`config.mk`:
```
export PLATFORM = sky130hd
export DESIGN_NAME = seven_seg_scan_ctrl_flat
export DESIGN_NICKNAME = d
export VERILOG_FILES = /design/src/rtl/seven_seg_pkg.sv /design/src/rtl/seven_seg_scan_ctrl_if.sv /design/src/rtl/seven_seg_scan_ctrl_scan_timer.sv /design/src/rtl/seven_seg_scan_ctrl.sv /design/src/flat_wrapper.sv
export SDC_FILE = /design/constraint.sdc
export NUM_CORES = 1
export LEC_CHECK = 0
export CAP_MARGIN = 20
export CORE_ASPECT_RATIO = 1.2
export CORE_MARGIN = 5
export CORE_UTILIZATION = 55
export CTS_CLUSTER_DIAMETER = 120
export DETAILED_ROUTE_END_ITERATION = 10
export PLACE_DENSITY = 0.74
export SLEW_MARGIN = 40
export SYNTH_ARGS = -nofsm -noshare
export SYNTH_HDL_FRONTEND = slang
export SYNTH_SLANG_ARGS = --single-unit
```
`constraint.sdc`:
```
create_clock -name clk -period 3.35 [get_ports clk]
set_clock_uncertainty 0.05 [all_clocks]
set_input_delay 0.67 -clock clk [delete_from_list [all_inputs] [get_ports clk]]
set_output_delay 0.67 -clock clk [all_outputs]
set_load 0.02 [all_outputs]
```
`src/rtl/seven_seg_pkg.sv`:
```
// rtl/seven_seg_pkg.sv - shared types and constants for the seven-segment scan controller
// Purpose: scan FSM state encoding, digit value width, reset blank pattern, helper.
// Ports: none (package).
package seven_seg_pkg;

  localparam int DIGIT_W = 3;

  // A digit is dark until the first committed load.
  localparam logic RESET_BLANK_BIT = 1'b1;

  typedef enum logic {
    BLANK = 1'b0,
    DRIVE = 1'b1
  } scan_state_e;

  function automatic int max_int(input int a, input int b);
    return (a > b) ? a : b;
  endfunction

endpackage

```
`src/rtl/seven_seg_scan_ctrl_if.sv`:
```
// rtl/seven_seg_scan_ctrl_if.sv - load request/acknowledge bundle for new display data
// Purpose: groups the req/ack handshake that delivers digit values and blank flags.
// Signals: load_req (requester holds until ack), load_data (DIGIT_W per digit),
//          load_blank (one per digit), load_ack (one-cycle capture pulse).
// Modports: master = requester side, slave = scan controller side.
interface seven_seg_scan_ctrl_if #(
  parameter int NUM_DIGITS = 4
);
  import seven_seg_pkg::*;

  logic                          load_req;
  logic [DIGIT_W*NUM_DIGITS-1:0] load_data;
  logic [NUM_DIGITS-1:0]         load_blank;
  logic                          load_ack;

  modport master (
    output load_req,
    output load_data,
    output load_blank,
    input  load_ack
  );

  modport slave (
    input  load_req,
    input  load_data,
    input  load_blank,
    output load_ack
  );

endinterface

```
`src/rtl/seven_seg_scan_ctrl_scan_timer.sv`:
```
// rtl/seven_seg_scan_ctrl_scan_timer.sv - loadable down-counter with hold and expire flag
// Purpose: times the blank and drive intervals of each digit slot.
// Ports: clk, rst_n (async active-low), load_i/load_val_i (reload, wins over hold),
//        hold_i (freeze count), expired_o (count has reached zero).
module scan_timer #(
  parameter int          W         = 4,
  parameter logic [W-1:0] RESET_VAL = '0
) (
  input  logic         clk,
  input  logic         rst_n,
  input  logic         load_i,
  input  logic [W-1:0] load_val_i,
  input  logic         hold_i,
  output logic         expired_o
);

  logic [W-1:0] count_q;
  logic [W-1:0] count_d;

  always_comb begin
    count_d = count_q;
    if (load_i) begin
      count_d = load_val_i;
    end else if (!hold_i && (count_q != '0)) begin
      count_d = count_q - 1'b1;
    end
  end

  always_ff @(posedge clk or negedge rst_n) begin
    if (!rst_n) begin
      count_q <= RESET_VAL;
    end else begin
      count_q <= count_d;
    end
  end

  assign expired_o = (count_q == '0);

endmodule

```
`src/rtl/seven_seg_scan_ctrl.sv`:
```
// rtl/seven_seg_scan_ctrl.sv - time-multiplexed scan of NUM_DIGITS digits over one shared decoder
// Purpose: per-digit blank guard then drive interval, shadowed data committed at frame boundaries.
// Ports: clk, rst_n (async active-low), en_i (scan enable),
//        load_if (slave side of the load handshake),
//        dec_in_o (value to the shared decoder), digit_en_o (one-hot digit enable),
//        frame_done_o (pulse after the last digit's drive interval).
module seven_seg_scan_ctrl
  import seven_seg_pkg::*;
#(
  parameter int NUM_DIGITS   = 4,
  parameter int REFRESH_DIV  = 50000,
  parameter int BLANK_CYCLES = 8
) (
  input  logic                     clk,
  input  logic                     rst_n,
  input  logic                     en_i,
  seven_seg_scan_ctrl_if.slave     load_if,
  output logic [DIGIT_W-1:0]       dec_in_o,
  output logic [NUM_DIGITS-1:0]    digit_en_o,
  output logic                     frame_done_o
);

  localparam int TMR_W  = $clog2(max_int(REFRESH_DIV, BLANK_CYCLES) + 1);
  localparam int IDX_W  = $clog2(NUM_DIGITS);
  localparam int DATA_W = DIGIT_W * NUM_DIGITS;

  localparam logic [TMR_W-1:0] BLANK_LOAD = TMR_W'(BLANK_CYCLES - 1);
  localparam logic [TMR_W-1:0] DRIVE_LOAD = TMR_W'(REFRESH_DIV - 1);
  localparam logic [IDX_W-1:0] LAST_IDX   = IDX_W'(NUM_DIGITS - 1);

  scan_state_e              state_q, state_d;
  logic [IDX_W-1:0]         idx_q, idx_d;
  logic [DATA_W-1:0]        active_data_q, active_data_d;
  logic [NUM_DIGITS-1:0]    active_blank_q, active_blank_d;
  logic [DATA_W-1:0]        shadow_data_q, shadow_data_d;
  logic [NUM_DIGITS-1:0]    shadow_blank_q, shadow_blank_d;
  logic                     pend_valid_q, pend_valid_d;
  logic                     load_ack_q, load_ack_d;
  logic                     frame_done_q, frame_done_d;
  logic [NUM_DIGITS-1:0]    digit_en_q, digit_en_d;
  logic [DIGIT_W-1:0]       dec_in_q, dec_in_d;

  logic                     tmr_expired;
  logic                     tmr_load;
  logic [TMR_W-1:0]         tmr_load_val;

  scan_timer #(
    .W         (TMR_W),
    .RESET_VAL (BLANK_LOAD)
  ) u_scan_timer (
    .clk        (clk),
    .rst_n      (rst_n),
    .load_i     (tmr_load),
    .load_val_i (tmr_load_val),
    .hold_i     (!en_i),
    .expired_o  (tmr_expired)
  );

  always_comb begin
    state_d        = state_q;
    idx_d          = idx_q;
    active_data_d  = active_data_q;
    active_blank_d = active_blank_q;
    shadow_data_d  = shadow_data_q;
    shadow_blank_d = shadow_blank_q;
    pend_valid_d   = pend_valid_q;
    load_ack_d     = 1'b0;
    frame_done_d   = 1'b0;
    tmr_load       = 1'b0;
    tmr_load_val   = BLANK_LOAD;
    digit_en_d     = '0;
    dec_in_d       = '0;

    // Slot sequencing only advances while enabled; with en low the timer holds too.
    if (en_i && tmr_expired) begin
      tmr_load = 1'b1;
      if (state_q == BLANK) begin
        state_d      = DRIVE;
        tmr_load_val = DRIVE_LOAD;
      end else begin
        state_d      = BLANK;
        tmr_load_val = BLANK_LOAD;
        if (idx_q == LAST_IDX) begin
          idx_d        = '0;
          frame_done_d = 1'b1;
          if (pend_valid_q) begin
            active_data_d  = shadow_data_q;
            active_blank_d = shadow_blank_q;
            pend_valid_d   = 1'b0;
          end
        end else begin
          idx_d = idx_q + 1'b1;
        end
      end
    end

    // Capture looks at the pre-edge pend flag, so a commit on this edge
    // pushes any waiting request to the following cycle.
    if (load_if.load_req && !pend_valid_q) begin
      shadow_data_d  = load_if.load_data;
      shadow_blank_d = load_if.load_blank;
      pend_valid_d   = 1'b1;
      load_ack_d     = 1'b1;
    end

    // Outputs follow the post-edge state so they change on the entering edge.
    for (int k = 0; k < NUM_DIGITS; k++) begin
      if (idx_d == IDX_W'(k)) begin
        dec_in_d = active_data_d[k*DIGIT_W +: DIGIT_W];
        if (en_i && (state_d == DRIVE) && !active_blank_d[k]) begin
          digit_en_d[k] = 1'b1;
        end
      end
    end
  end

  always_ff @(posedge clk or negedge rst_n) begin
    if (!rst_n) begin
      state_q        <= BLANK;
      idx_q          <= '0;
      active_data_q  <= '0;
      active_blank_q <= {NUM_DIGITS{RESET_BLANK_BIT}};
      shadow_data_q  <= '0;
      shadow_blank_q <= '0;
      pend_valid_q   <= 1'b0;
      load_ack_q     <= 1'b0;
      frame_done_q   <= 1'b0;
      digit_en_q     <= '0;
      dec_in_q       <= '0;
    end else begin
      state_q        <= state_d;
      idx_q          <= idx_d;
      active_data_q  <= active_data_d;
      active_blank_q <= active_blank_d;
      shadow_data_q  <= shadow_data_d;
      shadow_blank_q <= shadow_blank_d;
      pend_valid_q   <= pend_valid_d;
      load_ack_q     <= load_ack_d;
      frame_done_q   <= frame_done_d;
      digit_en_q     <= digit_en_d;
      dec_in_q       <= dec_in_d;
    end
  end

  assign load_if.load_ack = load_ack_q;
  assign dec_in_o         = dec_in_q;
  assign digit_en_o       = digit_en_q;
  assign frame_done_o     = frame_done_q;

endmodule

```
`src/flat_wrapper.sv`:
```
// flat-port wrapper written by rule: the top's interface ports become plain ports
module seven_seg_scan_ctrl_flat import seven_seg_pkg::*;
#(
  parameter int NUM_DIGITS   = 4,
  parameter int REFRESH_DIV  = 50000,
  parameter int BLANK_CYCLES = 8
)
  (clk, rst_n, en_i, dec_in_o, digit_en_o, frame_done_o, load_if_load_req, load_if_load_data, load_if_load_blank, load_if_load_ack);
  seven_seg_scan_ctrl_if #(.NUM_DIGITS(NUM_DIGITS)) load_if_i ();
  input  logic clk;
  input  logic rst_n;
  input  logic en_i;
  output logic [DIGIT_W-1:0] dec_in_o;
  output logic [NUM_DIGITS-1:0] digit_en_o;
  output logic frame_done_o;
  input wire logic [$bits(load_if_i.load_req)-1:0] load_if_load_req;
  input wire logic [$bits(load_if_i.load_data)-1:0] load_if_load_data;
  input wire logic [$bits(load_if_i.load_blank)-1:0] load_if_load_blank;
  output wire logic [$bits(load_if_i.load_ack)-1:0] load_if_load_ack;
  assign load_if_i.load_req = load_if_load_req;
  assign load_if_i.load_data = load_if_load_data;
  assign load_if_i.load_blank = load_if_load_blank;
  assign load_if_load_ack = load_if_i.load_ack;
  seven_seg_scan_ctrl #(.NUM_DIGITS(NUM_DIGITS), .REFRESH_DIV(REFRESH_DIV), .BLANK_CYCLES(BLANK_CYCLES)) u_core (.clk(clk), .rst_n(rst_n), .en_i(en_i), .load_if(load_if_i), .dec_in_o(dec_in_o), .digit_en_o(digit_en_o), .frame_done_o(frame_done_o));
endmodule
```
[After elaboration in Yosys (flattened, before gate mapping)]
Index checks and enable logic that the tools add are counted.
Word-level totals
  word-level logic and storage cells: 77
  bits of input ports: 20
  memories kept: 0
  memory bits (read-only): 0
  output and inout port bits: 9
  bits in writable memories: 0
  bits in latches: 0
  register bits after elaboration: 61
Cells by class
  add/sub/neg operators: 2
  div/mod/pow operators: 0
  reductions and logical operators: 21
  multiply operators: 0
  $lt $le $gt $ge: 0
  shifts and indexed selects: 0
  bitwise logic cells: 0
  muxes and demuxes: 38
  equal/unequal tests: 4
Operator list (number)
  $mux 16: 4
  $mux 12: 4
  $mux 1: 19
  $logic_not 16->1: 1
  $mux 4: 4
  $reduce_bool 16->1: 1
  $sub 16x1->16 const B: 1
  $mux 3: 4
  $logic_and 1x1->1: 8
  $reduce_bool 2->1: 4
  $eq 2x2->1 const B: 3
  $mux 2: 3
  $logic_not 1->1: 5
  $reduce_and 3->1: 1
  $add 2x1->2 const B: 1
  $eq 2x1->1 const B: 1
  $logic_not 2->1: 1

[Longest topological paths before layout]
Gate-level depths: netlist of the first run.
  depth in word-level cells: 9
  depth in mapped cells: 8
  depth with buffers taken out: 7

[Modules after synthesis]
A second synthesis of the first run with hierarchy kept.
Second synthesis, totals
  cell total of the unflattened synthesis: 245
  area total of the unflattened synthesis: 2855.2 µm²
By module, submodules not included
  seven_seg_scan_ctrl: cells an instance 115, times used 1, area each 1789.2 µm², seq. area each 1131.1 µm²
  scan_timer: cells an instance 130, times used 1, area each 1066.0 µm², seq. area each 404.1 µm²

[Worst setup path before layout of the first run]
Ideal clock, no wire load.
  kind: flip-flop to flip-flop
  start: register u_core.u_scan_timer.count_q[3]
  end: register u_core.dec_in_q[1], in the netlist u_core.dec_in_o[1]
  cell stages (with the launch flop): 8
  buffers on the path: 1
  clock period less this slack: 2511 ps
  arrival: 2336 ps
  slack: 839 ps
  data required time: 3175 ps
  library setup time: 125 ps
  cell sequence: dfrtp_1 -> nor4_4 -> nand4_1 -> nor3_4 -> buf_6 -> mux2_1 -> mux2_1 -> mux2_2
On the way
  elaborated cells between the ends (all ways): 12
  those cells by class: eq/ne (3); mux (6); reduce/logical (3)
RTL lines
  start: declaration: line seven_seg_scan_ctrl_scan_timer.sv:17  | logic [W-1:0] count_q;
  start signal: assignment: line seven_seg_scan_ctrl_scan_timer.sv:33  | count_q <= count_d;
  $logic_not 16->1: line seven_seg_scan_ctrl_scan_timer.sv:37  | assign expired_o = (count_q == '0);
  $logic_and 1x1->1: line seven_seg_scan_ctrl.sv:75  | if (en_i && tmr_expired) begin
  $mux 12: line seven_seg_scan_ctrl.sv:75
  named net u_core.active_data_d[7]: line seven_seg_scan_ctrl.sv:33  | logic [DATA_W-1:0] active_data_q, active_data_d;
  $mux 3 (2 in series): line seven_seg_scan_ctrl.sv:108  | if (idx_d == IDX_W'(k)) begin
  named net u_core.dec_in_d[1]: line seven_seg_scan_ctrl.sv:41  | logic [DIGIT_W-1:0] dec_in_q, dec_in_d;
  end signal: assignment: line seven_seg_scan_ctrl.sv:141  | dec_in_q <= dec_in_d;
  end: declaration: line seven_seg_scan_ctrl.sv:41
The timed path passes the listed nets, and every way through them passes these cells.
A chain may end at the register's enable or synchronous reset.

[Worst setup path after layout of the first run]
  start: register u_core.u_scan_timer.count_q[3]
  end: register u_core.dec_in_q[1], in the netlist u_core.dec_in_o[1]
On the way
  elaborated cells between the ends (all ways): 12
  those cells by class: eq/ne (3); mux (6); reduce/logical (3)
RTL lines (line)
  $logic_not 16->1: seven_seg_scan_ctrl_scan_timer.sv:37
  $logic_and 1x1->1: seven_seg_scan_ctrl.sv:75
  $mux 12: seven_seg_scan_ctrl.sv:75
  named net u_core.active_data_d[4]: seven_seg_scan_ctrl.sv:33
  $mux 3 (3 in series): seven_seg_scan_ctrl.sv:108
  named net u_core.dec_in_d[1]: seven_seg_scan_ctrl.sv:41
The timed path passes the listed nets, and every way through them passes these cells.

==> results.py, run 1 <==
metrics = {
    "yosys": {
        "synth_seq_cells": 61,
        "synth_top_area_share_pct": 50.8,
        "yosys.area_share.simple_pct": 13.7,
        "synth.avg_cell_area_um2": 12.5,
        "synth_top_area_cell": "dfrtp_1",
        "seq_area_frac_synth_pct": 57.7,
        "synth_edf_count": 0,
        "post-synth-top-count-cell": "dfrtp_1",
        "yosysWarnings": 0,
        "ys_types": 34,
        "synthTopCellsByArea": "dfrtp_1, mux2_2, dfstp_2, mux2_1, nand2_1",
        "synthesis.instances": 212,
        "synth_compound_area_share_pct": 4.05,
        "netlist_top_cells_count": "dfrtp_1, mux2_2, nand2_1",
        "synthAdderAreaFrac_pct": 1.41,
        "syn_nets": 235,
        "synth_top_family_by_area": "multiplexers",
        "synthArstFlopShare_pct": 100,
        "synthMuxAreaShare_pct": 18.2,
        "synth-xor-area-share_pct": 2.64,
        "ys.flop_type": "dfrtp_1",
        "syn_area_um2": 2660,
    },
    "timing": {
        "holdWs_ps": 347,
        "slew-limit-headroom_pct": 56.8,
        "hold_viol": 0,
        "slew_viol_final": 0,
        "setup_viol": 0,
        "period_share_pct": 78.9,
        "tightest_slew_ps": 645,
        "fmax_mhz": 378,
        "setup-tns-final_ps": 0,
        "setup_ws_ps": 705,
        "timing.final.crit_period_ps": 2640,
        "rsz0062_at_grt": "no",
    },
    "die": {
        "io_pins": 29,
        "fp.dieW_um": 73.5,
        "dieHeight_um": 86.2,
        "rows": 27,
        "core_um2": 4630,
        "start_util_pct": 57.4,
        "dieArea_um2": 6330,
    },
    "setup_path": {
        "worstSetupEndpointType": "register",
        "cp_max_fo": 17,
        "r2r_end": "u_core.dec_in_o[1]",
        "worstPathRequired_ps": 3510,
        "worstSetupPathType": "reg2reg",
        "critical_path_arrival_ps": 2800,
        "crit_family": "multiplexers",
        "reg2reg_slack_ps": 710,
        "reg2reg_from": "u_core.u_scan_timer.count_q[3]",
        "cpMostUsedCell": "mux2_2",
        "crit_chain": "nor4_4 -> nand4_1 -> nor3_4 -> buf_4 -> mux2_2 -> mux2_1 -> mux2_2",
        "crit_buf_inv": 1,
        "slowest_stage": "dfrtp_1",
        "critPathLaunchType": "register",
        "crit_start": "u_core.u_scan_timer.count_q[3]",
        "setup.worst_path.end": "u_core.dec_in_o[1]",
        "cp_num_cells": 7,
        "slowest_delay_ps": 460,
        "rr_worst_depth": 7,
    },
    "layout": {
        "final_nets": 274,
        "multi_input_area_um2": 1060,
        "n_fill_cell": 345,
        "fin_util_pct": 69.1,
        "diodes": 0,
        "drive_gt1_share_pct": 25.8,
        "regArea_um2": 1540,
        "syn2layout_area_growth_pct": 20.3,
    },
    "power_and_ir_drop": {
        "p_per_area_nw_per_um2": 592,
        "combPwrFrac_pct": 17.1,
        "p_switching_mw": 0.565,
        "clockPowerShare_pct": 30.1,
        "internal-power_mw": 1.33,
        "ir_drop_uv": 374,
        "cellLeakagePower_nw": 1.52,
        "swShare_pct": 29.8,
        "power_frac_seq_pct": 52.8,
    },
    "detailed_routing": {
        "dr_total_vias": 1681,
        "via_per_inst": 5.35,
        "drc_errors": 0,
        "wl_per_cell_um": 14.6,
        "drt_iter0_drc": 49,
        "ant_nets": 0,
        "drt_wl_total_um": 4580,
        "firstDrtPassIters": 4,
    },
    "placed_design": {
        "dpl.hpwl_um": 3200,
        "place_congestion": 0.791,
        "port_buffers": 28,
        "dp_worst_setup_slack_ps": 429,
    },
    "clock_network": {
        "cts_hold_buf": 0,
        "cts_tree": "built",
        "clock_path_buffers": 2,
        "cts-resized-gates": 0,
        "cts.sinks": 61,
        "root_buffer": "clkbuf_8",
        "cts_buffers": 9,
        "h-tree-depth": 3,
        "cts.clk_slew.worst_paths_ps": 60,
        "post_cts.repair.setup_buffers": 0,
        "clock_latency_ps": 330,
    },
    "global_routing": {
        "top_usage_layer": "met2",
        "track_usage_pct": 16.8,
        "met3_usage_pct": 4.69,
        "grt_pass1_wl_um": 8070,
        "grt_max_degree": 62,
        "antenna_found_initial": 0,
        "met1_usage_pct": 19.7,
        "grt_overflow_total": 0,
        "grt_pass1_vias": 1832,
        "grt_util_met2_pct": 28.5,
    },
    "flow_run": {
        "maxCapViolCount": 0,
    },
    "run_status": {
        "run_status": "finished, final reports clean",
    },
    "hold_path": {
        "min_path_type": "in2async",
    },
}
[how the worst min path moves through the flow]
stage | to | slack (ps) | cells past startpoint
final | u_core.u_scan_timer.count_q[11] | 350 | 2
after global routing | u_core.shadow_blank_q[2] | 400 | 2
after CTS | u_core.active_data_q[9] | 440 | 1
after detailed placement | u_core.active_data_q[9] | 420 | 1
after global placement | u_core.active_data_q[8] | 420 | 1
after floorplan | u_core.active_data_q[0] | 320 | 0
[flip-flops by register name, summed over array words and instances (netlist names)]
| name | flops |
|---|---|
| u_core.digit_en_o | 4 |
| u_core.dec_in_o | 3 |
| u_core.frame_done_o | 1 |
| u_core.shadow_blank_q | 4 |
| u_core.active_data_q | 12 |
| u_core.shadow_data_q | 12 |
| u_core.idx_q | 2 |
| u_core.active_blank_q | 4 |
| u_core.state_q | 1 |
| u_core.u_scan_timer.count_q | 16 |
| u_core.load_if.load_ack | 1 |
| u_core.pend_valid_q | 1 |
[stage by stage]
stage / std cells / power, mW / cell area, µm²
finish: 314 / 1.89 / 3200
global route: 314 / 2.01 / 3200
CTS: 314 / 1.92 / 3200
detailed placement: 298 / 1.34 / 3020
global placement: 298 / 1.33 / 3020
floorplan: 212 / 1.22 / 2660
[power groups by stage]
| stage | clock (mW) | combinational (mW) | sequential [mW] |
|---|---|---|---|
| 2_1_floorplan | 0 | 0.236 | 0.983 |
| 3_3_place_gp | 0 | 0.317 | 1.01 |
| 3_5_place_dp | 0 | 0.328 | 1.01 |
| 4_1_cts | 0.588 | 0.331 | 1.00 |
| 5_1_grt | 0.626 | 0.365 | 1.02 |
| 6_report | 0.570 | 0.324 | 1.00 |
[layer usage]
layer	share of wire [%]	vias to the layer above
met5	0	-
met4	1.8	0
met3	3.2	8
met2	52	25
met1	43	829
li1	-	819
[cell families (layout without fill, tap and decap cells)]
family,after synthesis,count (layout)
muxes,42,42
and+or+nand+nor,66,66
AOI/OAI and AO/OA,19,19
adders and majority gates,3,3
DFF,61,61
buffers and inverters,13,57
xor gates and xnor gates,8,8
[final cells by class]
| class | count | share of cell area (%) |
|---|---|---|
| clock buffer | 12 | 4.85 |
| clock inverter | 4 | 0.704 |
| inverter | 7 | 0.821 |
| multi-input combinational | 138 | 33.2 |
| sequential | 61 | 48.0 |
| tap | 58 | 2.27 |
| timing repair buffer | 34 | 10.1 |
[placed cells by master, fill, tap and decap left out, types with 2 or more instances in the layout]
| master | count |
|---|---|
| nor4_1 | 2 |
| o21a_1 | 2 |
| nor2_1 | 14 |
| clkbuf_8 | 11 |
| clkinv_2 | 3 |
| dfrtp_1 | 54 |
| nand3_1 | 9 |
| xnor2_1 | 5 |
| ha_1 | 3 |
| clkdlybuf4s50_1 | 27 |
| mux2_2 | 30 |
| xor2_1 | 3 |
| nand2_1 | 19 |
| or3_1 | 2 |
| o21ai_0 | 5 |
| buf_4 | 5 |
| nor4_4 | 2 |
| nor3_1 | 11 |
| mux2_1 | 11 |
| dfstp_2 | 7 |
| a21oi_1 | 9 |
| inv_1 | 6 |
(Power assumes the default switching activity.)
==> run 2, diff against run 1 <==
CORE_UTILIZATION = 50   (was 55)
PLACE_DENSITY = 0.71   (was 0.74)
clock period = 2.3 ns   (was 3.35 ns; I/O delays follow)
==> results.py, run 2 (synthesized netlist as in run 1, its figures left out) <==
metrics = {
    "run_status": {
        "run_status": "finished with violations",
        "violations": "setup timing",
    },
    "layout": {
        "fin_cells": 341,
        "final_common_cell": "dfrtp_1",
        "reg_top3": "u_core.u_scan_timer.count_q x16, u_core.active_data_q x12, u_core.shadow_data_q x12",
        "syn2layout_area_growth_pct": 32.2,
        "drive_gt1_share_pct": 37.6,
        "regArea_um2": 1540,
        "n_fill_cell": 402,
        "final_area_um2": 3510,
        "largest_reg_flops": 16,
        "top_register": "u_core.u_scan_timer.count_q",
        "diodes": 0,
        "final_cell_mix": "dfrtp_1, mux2_2, clkdlybuf4s50_1, buf_4, nand2_1",
        "multi_input_area_um2": 1140,
        "final_nets": 298,
    },
    "clock_network": {
        "cts_hold_buf": 0,
        "cts.clk_slew.worst_paths_ps": 70,
        "cts_tree": "built",
        "post_cts.repair.setup_buffers": 0,
        "clock_latency_ps": 340,
        "cts.sinks": 61,
        "root_buffer": "clkbuf_8",
        "cts_buffers": 9,
        "clock_path_buffers": 2,
        "h-tree-depth": 3,
    },
    "setup_path": {
        "cp_max_fo": 14,
        "cpMostUsedCell": "mux2_2",
        "slowest_delay_ps": 410,
        "worstPathRequired_ps": 2470,
        "crit_chain": "nor4_4 -> nand4_1 -> nor3_4 -> buf_12 -> mux2_2 -> mux2_1 -> mux2_2",
        "slowest_stage": "dfrtp_1",
        "critical_path_arrival_ps": 2560,
        "critPathLaunchType": "register",
        "worstSetupPathType": "reg2reg",
        "worstSetupEndpointType": "register",
    },
    "power_and_ir_drop": {
        "swShare_pct": 28.4,
        "combPwrFrac_pct": 24.6,
        "clockPowerShare_pct": 30.6,
        "power_frac_seq_pct": 44.8,
        "p_switching_mw": 0.885,
        "internal-power_mw": 2.23,
        "ir_drop_uv": 480,
        "p_per_area_nw_per_um2": 886,
        "cellLeakagePower_nw": 1.68,
    },
    "die": {
        "start_util_pct": 50.9,
        "core_um2": 5230,
        "dieArea_um2": 6880,
        "rows": 29,
        "fp.dieW_um": 76.6,
        "io_pins": 29,
        "dieHeight_um": 89.9,
    },
    "global_routing": {
        "grt_pass1_wl_um": 9050,
        "grt_max_degree": 42,
        "track_usage_pct": 16.5,
        "grt_pass1_vias": 1955,
        "antenna_found_initial": 0,
        "grt_overflow_total": 0,
    },
    "timing": {
        "hold_viol": 0,
        "timing.final.crit_period_ps": 2390,
        "period_share_pct": 104,
        "setup_ws_ps": -87.9,
        "slew-limit-headroom_pct": 66.2,
        "rsz0062_at_grt": "yes",
        "setup_viol": 3,
        "slew_viol_final": 0,
        "tightest_slew_ps": 507,
        "holdWs_ps": 33.2,
        "fmax_mhz": 419,
    },
    "detailed_routing": {
        "ant_nets": 0,
        "drt_iter0_drc": 53,
        "wl_per_cell_um": 14.6,
        "drc_errors": 0,
        "drt_wl_total_um": 4990,
        "firstDrtPassIters": 4,
        "dr_total_vias": 1790,
        "via_per_inst": 5.25,
    },
    "placed_design": {
        "dpl.hpwl_um": 3570,
        "placed_cell_area_um2": 3280,
        "port_buffers": 28,
        "dp_cells": 326,
        "place_congestion": 0.839,
    },
    "hold_path": {
        "min_path_type": "in2async",
    },
    "flow_run": {
        "maxCapViolCount": 0,
    },
}
[run 2: cell types whose count changed in the layout (fill, tap and decap cells not counted), sizes merged]
cell / before / now
buf: 7 / 31
bufinv: 0 / 1
clkbuf: 12 / 11
clkinv: 3 / 2
[run 2: area by class of cell]
class                           instances  area share, %
Timing Repair Buffer                   58           15.3
Clock buffer                           11           4.31
Tap cell                               62           2.21
Multi-Input combinational cell        138           32.4
Inverter                                7          0.748
Clock inverter                          4           1.35
Sequential cell                        61           43.7
[run 2: routing by layer]
layer  vias up  share of wire (%)  track usage [%]
met2        33                 51             26.9
li1        860                  -                -
met4         0                2.7             10.3
met5         -                  0                0
met1       884                 43             20.0
met3        13                3.6             3.00
[run 2: timing repair]
action / 4_1_cts / 5_1_grt
endpoints found under the hold margin: 0 / 0
endpoints found under the setup margin: 4 / 6
resized for setup: 2 / 4
[run 2: metrics by stage]
step | worst slack, ps | power (mW) | utilization, % | setup TNS [ps]
finish | -87.9 | 3.12 | 67.3 | -238
global route | -199 | 3.32 | 67.3 | -506
CTS | -95.1 | 3.15 | 66.9 | -256
detailed placement | -274 | 2.18 | 62.8 | -1350
global placement | -253 | 2.16 | 62.8 | -1220
floorplan | -141 | 1.78 | - | -419
[run 2: worst max-delay path: cells and delay by family, from the launching register on]
kind / cells / cell delay [ps]
flops: 1 / 410
simple gates: 3 / 750
buf+inv: 1 / 170
mux: 3 / 890
[run 2: power groups by stage]
stage	Sequential, mW	Clock [mW]	Combinational [mW]
4_1_cts	1.40	0.983	0.773
6_report	1.40	0.953	0.767
3_5_place_dp	1.42	0	0.767
3_3_place_gp	1.41	0	0.752
2_1_floorplan	1.43	0	0.352
5_1_grt	1.42	1.04	0.857
[run 2: final timing paths]
| path | from | to | slack [ps] | depth (start not counted) |
|---|---|---|---|---|
| setup / recovery | u_core.u_scan_timer.count_q[3] | u_core.dec_in_o[0] | -90 | 7 |
| max in group asynchronous | rst_n | u_core.active_blank_q[2] | 1520 | 2 |
| hold / removal | rst_n | u_core.u_scan_timer.count_q[10] | 30 | 1 |
| hold reg to reg | u_core.active_data_q[11] | u_core.active_data_q[11] | 450 | 1 |
| setup reg to reg | u_core.u_scan_timer.count_q[3] | u_core.dec_in_o[0] | -90 | 7 |
| min in group clk | u_core.active_data_q[11] | u_core.active_data_q[11] | 450 | 1 |
